File: src/rtl/imem_loader.sv
`default_nettype none
`timescale 1ns/1ps
// imem_loader: receives a length-prefixed, XOR-checksummed byte image, writes it
// into the MIPS instruction memory and releases the core once the image verifies.
module imem_loader #(
  parameter int DEPTH = 64
) (
  input  logic        CLK,
  input  logic        RST,
  input  logic        start,
  input  logic        byte_valid,
  input  logic [7:0]  byte_data,
  output logic        byte_ready,
  output logic        imem_we,
  output logic [31:0] imem_addr,
  output logic [31:0] imem_wd,
  output logic        core_rst_n,
  output logic        busy,
  output logic        load_done,
  output logic        load_err
);

  typedef enum logic [2:0] {
    S_IDLE   = 3'd0,
    S_LEN_HI = 3'd1,
    S_LEN_LO = 3'd2,
    S_DATA   = 3'd3,
    S_CHECK  = 3'd4,
    S_DONE   = 3'd5,
    S_ERROR  = 3'd6
  } state_t;

  localparam logic [16:0] DEPTH_W = 17'(DEPTH);

  state_t      state;
  state_t      state_nxt;
  logic [7:0]  len_hi;
  logic [15:0] word_cnt;
  logic [15:0] word_idx;
  logic [1:0]  byte_cnt;
  logic [7:0]  xor_acc;
  logic [23:0] shift;
  logic        xfer;
  logic        start_ok;
  logic        word_end;
  logic [15:0] len_in;

  assign byte_ready = (state == S_LEN_HI) || (state == S_LEN_LO) ||
                      (state == S_DATA)   || (state == S_CHECK);
  assign busy       = byte_ready;
  assign xfer       = byte_valid & byte_ready;
  assign start_ok   = start && ((state == S_IDLE) || (state == S_DONE) || (state == S_ERROR));
  assign len_in     = {len_hi, byte_data};
  assign word_end   = (byte_cnt == 2'd3);

  always_comb begin
    state_nxt = state;
    unique case (state)
      S_IDLE, S_DONE, S_ERROR: begin
        if (start) state_nxt = S_LEN_HI;
      end
      S_LEN_HI: begin
        if (xfer) state_nxt = S_LEN_LO;
      end
      S_LEN_LO: begin
        if (xfer) begin
          if ({1'b0, len_in} > DEPTH_W) state_nxt = S_ERROR;
          else if (len_in == 16'd0)     state_nxt = S_CHECK;
          else                          state_nxt = S_DATA;
        end
      end
      S_DATA: begin
        if (xfer && word_end && (word_idx == word_cnt - 16'd1)) state_nxt = S_CHECK;
      end
      S_CHECK: begin
        if (xfer) state_nxt = (byte_data == xor_acc) ? S_DONE : S_ERROR;
      end
      default: state_nxt = S_IDLE;
    endcase
  end

  always_ff @(posedge CLK or negedge RST) begin
    if (!RST) state <= S_IDLE;
    else      state <= state_nxt;
  end

  always_ff @(posedge CLK or negedge RST) begin
    if (!RST) begin
      len_hi     <= 8'd0;
      word_cnt   <= 16'd0;
      word_idx   <= 16'd0;
      byte_cnt   <= 2'd0;
      xor_acc    <= 8'd0;
      shift      <= 24'd0;
      imem_we    <= 1'b0;
      imem_addr  <= 32'd0;
      imem_wd    <= 32'd0;
      core_rst_n <= 1'b0;
      load_done  <= 1'b0;
      load_err   <= 1'b0;
    end else begin
      imem_we    <= 1'b0;
      // Release the core one cycle after DONE is entered; drop it on the start edge.
      core_rst_n <= (state == S_DONE) && (state_nxt == S_DONE);
      load_done  <= (state_nxt == S_DONE);
      load_err   <= (state_nxt == S_ERROR);

      if (start_ok) begin
        word_idx <= 16'd0;
        byte_cnt <= 2'd0;
        xor_acc  <= 8'd0;
      end

      if (xfer) begin
        unique case (state)
          S_LEN_HI: len_hi   <= byte_data;
          S_LEN_LO: word_cnt <= len_in;
          S_DATA: begin
            xor_acc  <= xor_acc ^ byte_data;
            byte_cnt <= byte_cnt + 2'd1;
            shift    <= {shift[15:0], byte_data};
            if (word_end) begin
              imem_we   <= 1'b1;
              imem_addr <= {14'd0, word_idx, 2'b00};
              imem_wd   <= {shift, byte_data};
              word_idx  <= word_idx + 16'd1;
            end
          end
          default: ;
        endcase
      end
    end
  end

endmodule
`default_nettype wire

File: config.mk
export PLATFORM = sky130hd
export DESIGN_NAME = imem_loader
export DESIGN_NICKNAME = d
export VERILOG_FILES = /design/src/rtl/imem_loader.sv
export SDC_FILE = /design/constraint.sdc
export NUM_CORES = 1
export LEC_CHECK = 0
export CAP_MARGIN = 40
export CORE_MARGIN = 3
export CORE_UTILIZATION = 30
export CTS_CLUSTER_SIZE = 16
export DETAILED_ROUTE_END_ITERATION = 8
export PLACE_DENSITY = 0.5
export SYNTH_ARGS = -nofsm -noshare
export SYNTH_HDL_FRONTEND = slang
export SYNTH_SLANG_ARGS = --single-unit
export TNS_END_PERCENT = 20
File: constraint.sdc
create_clock -name CLK -period 3.56 [get_ports CLK]
set_input_delay 1.068 -clock CLK [delete_from_list [all_inputs] [get_ports CLK]]
set_output_delay 1.068 -clock CLK [all_outputs]
set_load 0.02 [all_outputs]
==> tab_implementation.tex <==
\begin{tabular}{lr}
\hline
Metric & Value \\
\hline
\multicolumn{2}{l}{\textbf{Critical path}} \\
\quad Signal arrival time at the worst endpoint & 2.09 ns \\
\quad Critical-path maximum fanout & 16 \\
\quad Crit-path slowest cell & sky130\_fd\_sc\_hd\_\_clkdlybuf4s50\_1 \\
\quad Worst setup path class & reg -> out \\
\quad Crit-path cells & or3\_1 > and2\_1 > clkdlybuf4s50\_1 \\
\quad Combined buffer and inverter count along the critical path & 1 \\
\quad Sort of element at the start of the critical path & register \\
\quad R2R cell count & 6 \\
\quad Worst stage delay on the critical path & 0.54 ns \\
\quad Worst path depth & 3 \\
\quad Kind of cell with the highest combined delay on the critical path & simple AND/OR/NAND/NOR gates \\
\quad Data required time at the worst endpoint & 2.49 ns \\
\quad Kind of capture point of the worst setup path & primary output \\
\multicolumn{2}{l}{\textbf{GRT}} \\
\quad Grt total ovfl & 0 \\
\quad First-pass GRT wire length & 24400 um \\
\quad Number of antenna violations at the first check in global routing & 0 \\
\quad Global routing met1 resource utilization & 0.194 \\
\quad Met2 demand-to-capacity share in global routing & 0.222 \\
\quad Layer with the highest usage & met2 \\
\quad Total global routing track utilization & 0.141 \\
\quad Maximum number of pins on one net before global-route repair & 65 \\
\quad Number of global-route vias before repair & 4590 \\
\quad Met3 layer usage reported by global route & 0.0328 \\
\multicolumn{2}{l}{\textbf{Yosys}} \\
\quad Netlist area before placement & 0.00602 mm\^{}2 \\
\quad Area leader, netlist & sky130\_fd\_sc\_hd\_\_dfrtp\_1 \\
\quad Ys Warns & 0 \\
\quad Synthesis-stage register bit count & 129 \\
\quad Largest cells by area after synthesis & sky130\_fd\_sc\_hd\_\_dfrtp\_1, sky130\_fd\_sc\_hd\_\_nand2\_1, sky130\_fd\_sc\_hd\_\_mux2\_2, sky130\_fd\_sc\_hd\_\_xor2\_1, sky130\_fd\_sc\_hd\_\_xnor2\_1 \\
\quad Most common library cells after synthesis & sky130\_fd\_sc\_hd\_\_nand2\_1, sky130\_fd\_sc\_hd\_\_dfrtp\_1, sky130\_fd\_sc\_hd\_\_nor2\_1 \\
\quad Seq/Total Area, Yosys & 0.537 \\
\quad Proportion of register bits with asynchronous set or reset after synthesis & 1.00 \\
\quad Dominant register cell in the synthesized netlist & sky130\_fd\_sc\_hd\_\_dfrtp\_1 \\
\quad Area share of the largest cell type after synthesis & 0.537 \\
\quad Count of different cell masters after synthesis & 54 \\
\quad Cell with the most instances after synthesis & sky130\_fd\_sc\_hd\_\_nand2\_1 \\
\quad Cells after synthesis & 647 \\
\quad Average cell area after synthesis & 9.30 um\^{}2 \\
\quad Number of enable-type register cells in the synthesized netlist & 0 \\
\multicolumn{2}{l}{\textbf{Floorplanning}} \\
\quad Count of pins on the block boundary & 82 \\
\quad Number of standard-cell rows in the floorplan & 51 \\
\quad Effective utilization at floorplan & 0.307 \\
\quad Area of the core & 0.0196 mm\^{}2 \\
\quad Die area & 0.0218 mm\^{}2 \\
\quad Die boundary width & 148 um \\
\quad Die Ht & 148 um \\
\multicolumn{2}{l}{\textbf{Pwr}} \\
\quad Proportion of power drawn by combinational gates & 0.253 \\
\quad Clk pwr share & 0.343 \\
\quad Power density over the cells & 719 mW/mm\^{}2 \\
\quad Net switching fraction of the power & 0.322 \\
\quad Worst ir drop on vdd & 0.315 mV \\
\quad Psw & 1.75 mW \\
\quad Total power & 5.43 mW \\
\quad Power Internal & 3.68 mW \\
\quad Leak Pwr & 3.57 nW \\
\quad Sequential fraction of design power & 0.404 \\
\multicolumn{2}{l}{\textbf{Min path}} \\
\quad Worst hold path type & reg -> reg \\
\quad Count of cells along the worst hold path & 2 \\
\multicolumn{2}{l}{\textbf{STA}} \\
\quad RSZ-0062 raised after global routing & false \\
\quad Number of endpoints with negative hold slack in the final report & 0 \\
\quad Final setup fails & 0 \\
\quad Final worst-path cycle share & 0.888 \\
\quad Transition time at the pin with the least slew margin & 0.683 ns \\
\quad Normalized max-slew margin & 0.545 \\
\quad Fmax achieved & 316 MHz \\
\quad Worst-case clock skew & 0.00766 ns \\
\quad Setup TNS & 0 ns \\
\quad Clock period minus worst slack & 3.16 ns \\
\quad Pins Over Slew Limit & 0 \\
\multicolumn{2}{l}{\textbf{Placement}} \\
\quad Count of buffers from port buffering & 65 \\
\quad HPWL after DPL & 10400 um \\
\quad Area post-placement & 0.00692 mm\^{}2 \\
\quad Final weighted congestion of routability-driven global placement & 0.812 \\
\multicolumn{2}{l}{\textbf{Layout}} \\
\quad Area growth syn-to-layout & 25.5\% \\
\quad Number of nets in the layout & 728 \\
\quad Diode insertion count for antenna repair & 0 \\
\quad Fraction of final layout cells with drive strength greater than 1 & 0.0964 \\
\quad Cell area after layout & 0.00755 mm\^{}2 \\
\multicolumn{2}{l}{\textbf{Outcome}} \\
\quad Result of the run & complete, no violations \\
\multicolumn{2}{l}{\textbf{Clocking}} \\
\quad Clock slew at reported path FFs & 0.06 ns \\
\quad Setup bufs post-CTS & 0 \\
\quad Num CTS Buffers & 17 \\
\quad Clock insertion delay at the later pin of the skew report & 0.41 ns \\
\quad Buffer cell driving the clock tree root & sky130\_fd\_sc\_hd\_\_clkbuf\_16 \\
\quad Clock tree from TritonCTS & done \\
\quad Max clock buf depth & 2 \\
\quad Cts-stage hold buffer count & 0 \\
\quad \# clock sinks & 129 \\
\quad Cts repair resizes & 0 \\
\quad Level count of the clock H-tree & 4 \\
\multicolumn{2}{l}{\textbf{Routing}} \\
\quad Count of routing violations after the opening detailed-route iteration & 263 \\
\quad Antenna Violating Nets Remaining & 0 \\
\quad Detailed-routing iteration count for the pre-antenna-repair pass & 4 \\
\quad Via total after detailed routing & 4603 \\
\quad DRC errors left & 0 \\
\quad Sum of routed wire length over all layers & 14800 um \\
\quad Mean number of vias per cell & 4.64 \\
\quad Routed wirelength normalized by instance count & 14.9 um \\
\multicolumn{2}{l}{\textbf{Job}} \\
\quad Number of max-cap violations & 0 \\
\hline
\end{tabular}
[layout by cell type, fill, tap and decap left out, types with 5 or more instances in the layout]
cell type / synthesis / routed
sky130_fd_sc_hd__nand2b_1: 7 / 7
sky130_fd_sc_hd__mux2_2: 22 / 22
sky130_fd_sc_hd__nor3_1: 7 / 7
sky130_fd_sc_hd__xor2_1: 19 / 19
sky130_fd_sc_hd__mux2i_1: 7 / 7
sky130_fd_sc_hd__nor2_1: 25 / 25
sky130_fd_sc_hd__dfrtp_1: 129 / 129
sky130_fd_sc_hd__conb_1: 1 / 16
sky130_fd_sc_hd__clkdlybuf4s50_1: 0 / 64
sky130_fd_sc_hd__or3_1: 5 / 5
sky130_fd_sc_hd__nand4_1: 9 / 9
sky130_fd_sc_hd__nor2b_1: 6 / 6
sky130_fd_sc_hd__clkbuf_16: 0 / 17
sky130_fd_sc_hd__nand2_1: 245 / 244
sky130_fd_sc_hd__a21oi_1: 10 / 10
sky130_fd_sc_hd__xnor2_1: 17 / 17
sky130_fd_sc_hd__inv_1: 6 / 6
sky130_fd_sc_hd__buf_4: 17 / 14
sky130_fd_sc_hd__o21ai_0: 13 / 12
sky130_fd_sc_hd__nor4_1: 6 / 6
sky130_fd_sc_hd__nand3_1: 15 / 15
[cell type report]
| class | instances | area (um^2) |
|---|---|---|
| timing repair buffer | 79 | 766 |
| clock buffer | 24 | 482 |
| tap | 265 | 332 |
| inverter | 6 | 22.5 |
| sequential | 129 | 3230 |
| clock inverter | 8 | 151 |
| fill | 1971 | 12000 |
| multi-input combinational | 480 | 2570 |
[sequential cells by signal (all words and copies together), names as in the netlist]
| register | cells |
|---|---|
| imem_we | 1 |
| core_rst_n | 1 |
| byte_cnt | 2 |
| shift | 24 |
| imem_addr | 16 |
| load_err | 1 |
| load_done | 1 |
| xor_acc | 8 |
| word_cnt | 16 |
| state | 3 |
| len_hi | 8 |
| imem_wd | 32 |
| word_idx | 16 |
[worst paths after layout]
check	from	to	slack, ns
min in group asynchronous	RST	imem_addr[9]	0.69
setup / recovery	state[1]	busy	0.40
hold / removal	imem_wd[21]	imem_wd[21]	0.47
hold reg to reg	imem_wd[21]	imem_wd[21]	0.47
setup reg to reg	word_cnt[3]	load_err	0.92
max in group asynchronous	RST	word_cnt[3]	2.09
[worst min-delay path, stage by stage (launching register included)]
cell and delay, ns:
sky130_fd_sc_hd__dfrtp_1 0.34, sky130_fd_sc_hd__nand2_1 0.05, sky130_fd_sc_hd__nand2_1 0.05
[power groups by stage]
stage / Clock, mW / Combinational (mW) / Sequential [mW]
6_report: 1.86 / 1.37 / 2.19
5_1_grt: 1.96 / 1.54 / 2.25
4_1_cts: 1.90 / 1.39 / 2.19
3_5_place_dp: 0 / 1.38 / 2.21
3_3_place_gp: 0 / 1.35 / 2.20
2_1_floorplan: 0 / 1.00 / 2.12
[cell families after synthesis]
kind of cell,count (synthesis),share of synthesized area
AO/OA/AOI/OAI,50,0.0537
flip-flops,129,0.537
buffers and inverters,53,0.0462
multiplexers,29,0.0528
AND/OR/NAND/NOR,345,0.250
XOR/XNOR,36,0.0524
other,1,0.000623
adder cells (fa/ha/maj),4,0.00790
[metal layers]
layer  vias up  share of wire
met5         -              0
met4         0          0.011
met3        12          0.050
met2       112           0.46
met1      2235           0.48
li1       2244              -
[through the flow]
step                      hold slack, ns  setup WS (ns)  utilization  instances
after floorplan                    0.439           1.03            -        662
after global placement             0.460          0.400        0.353        958
after detailed placement           0.463          0.380        0.353        959
after CTS                          0.475          0.368        0.385        991
after global routing               0.484          0.234        0.385        991
final                              0.468          0.399        0.385        991
No activity file was read; power rests on OpenSTA's default activity.
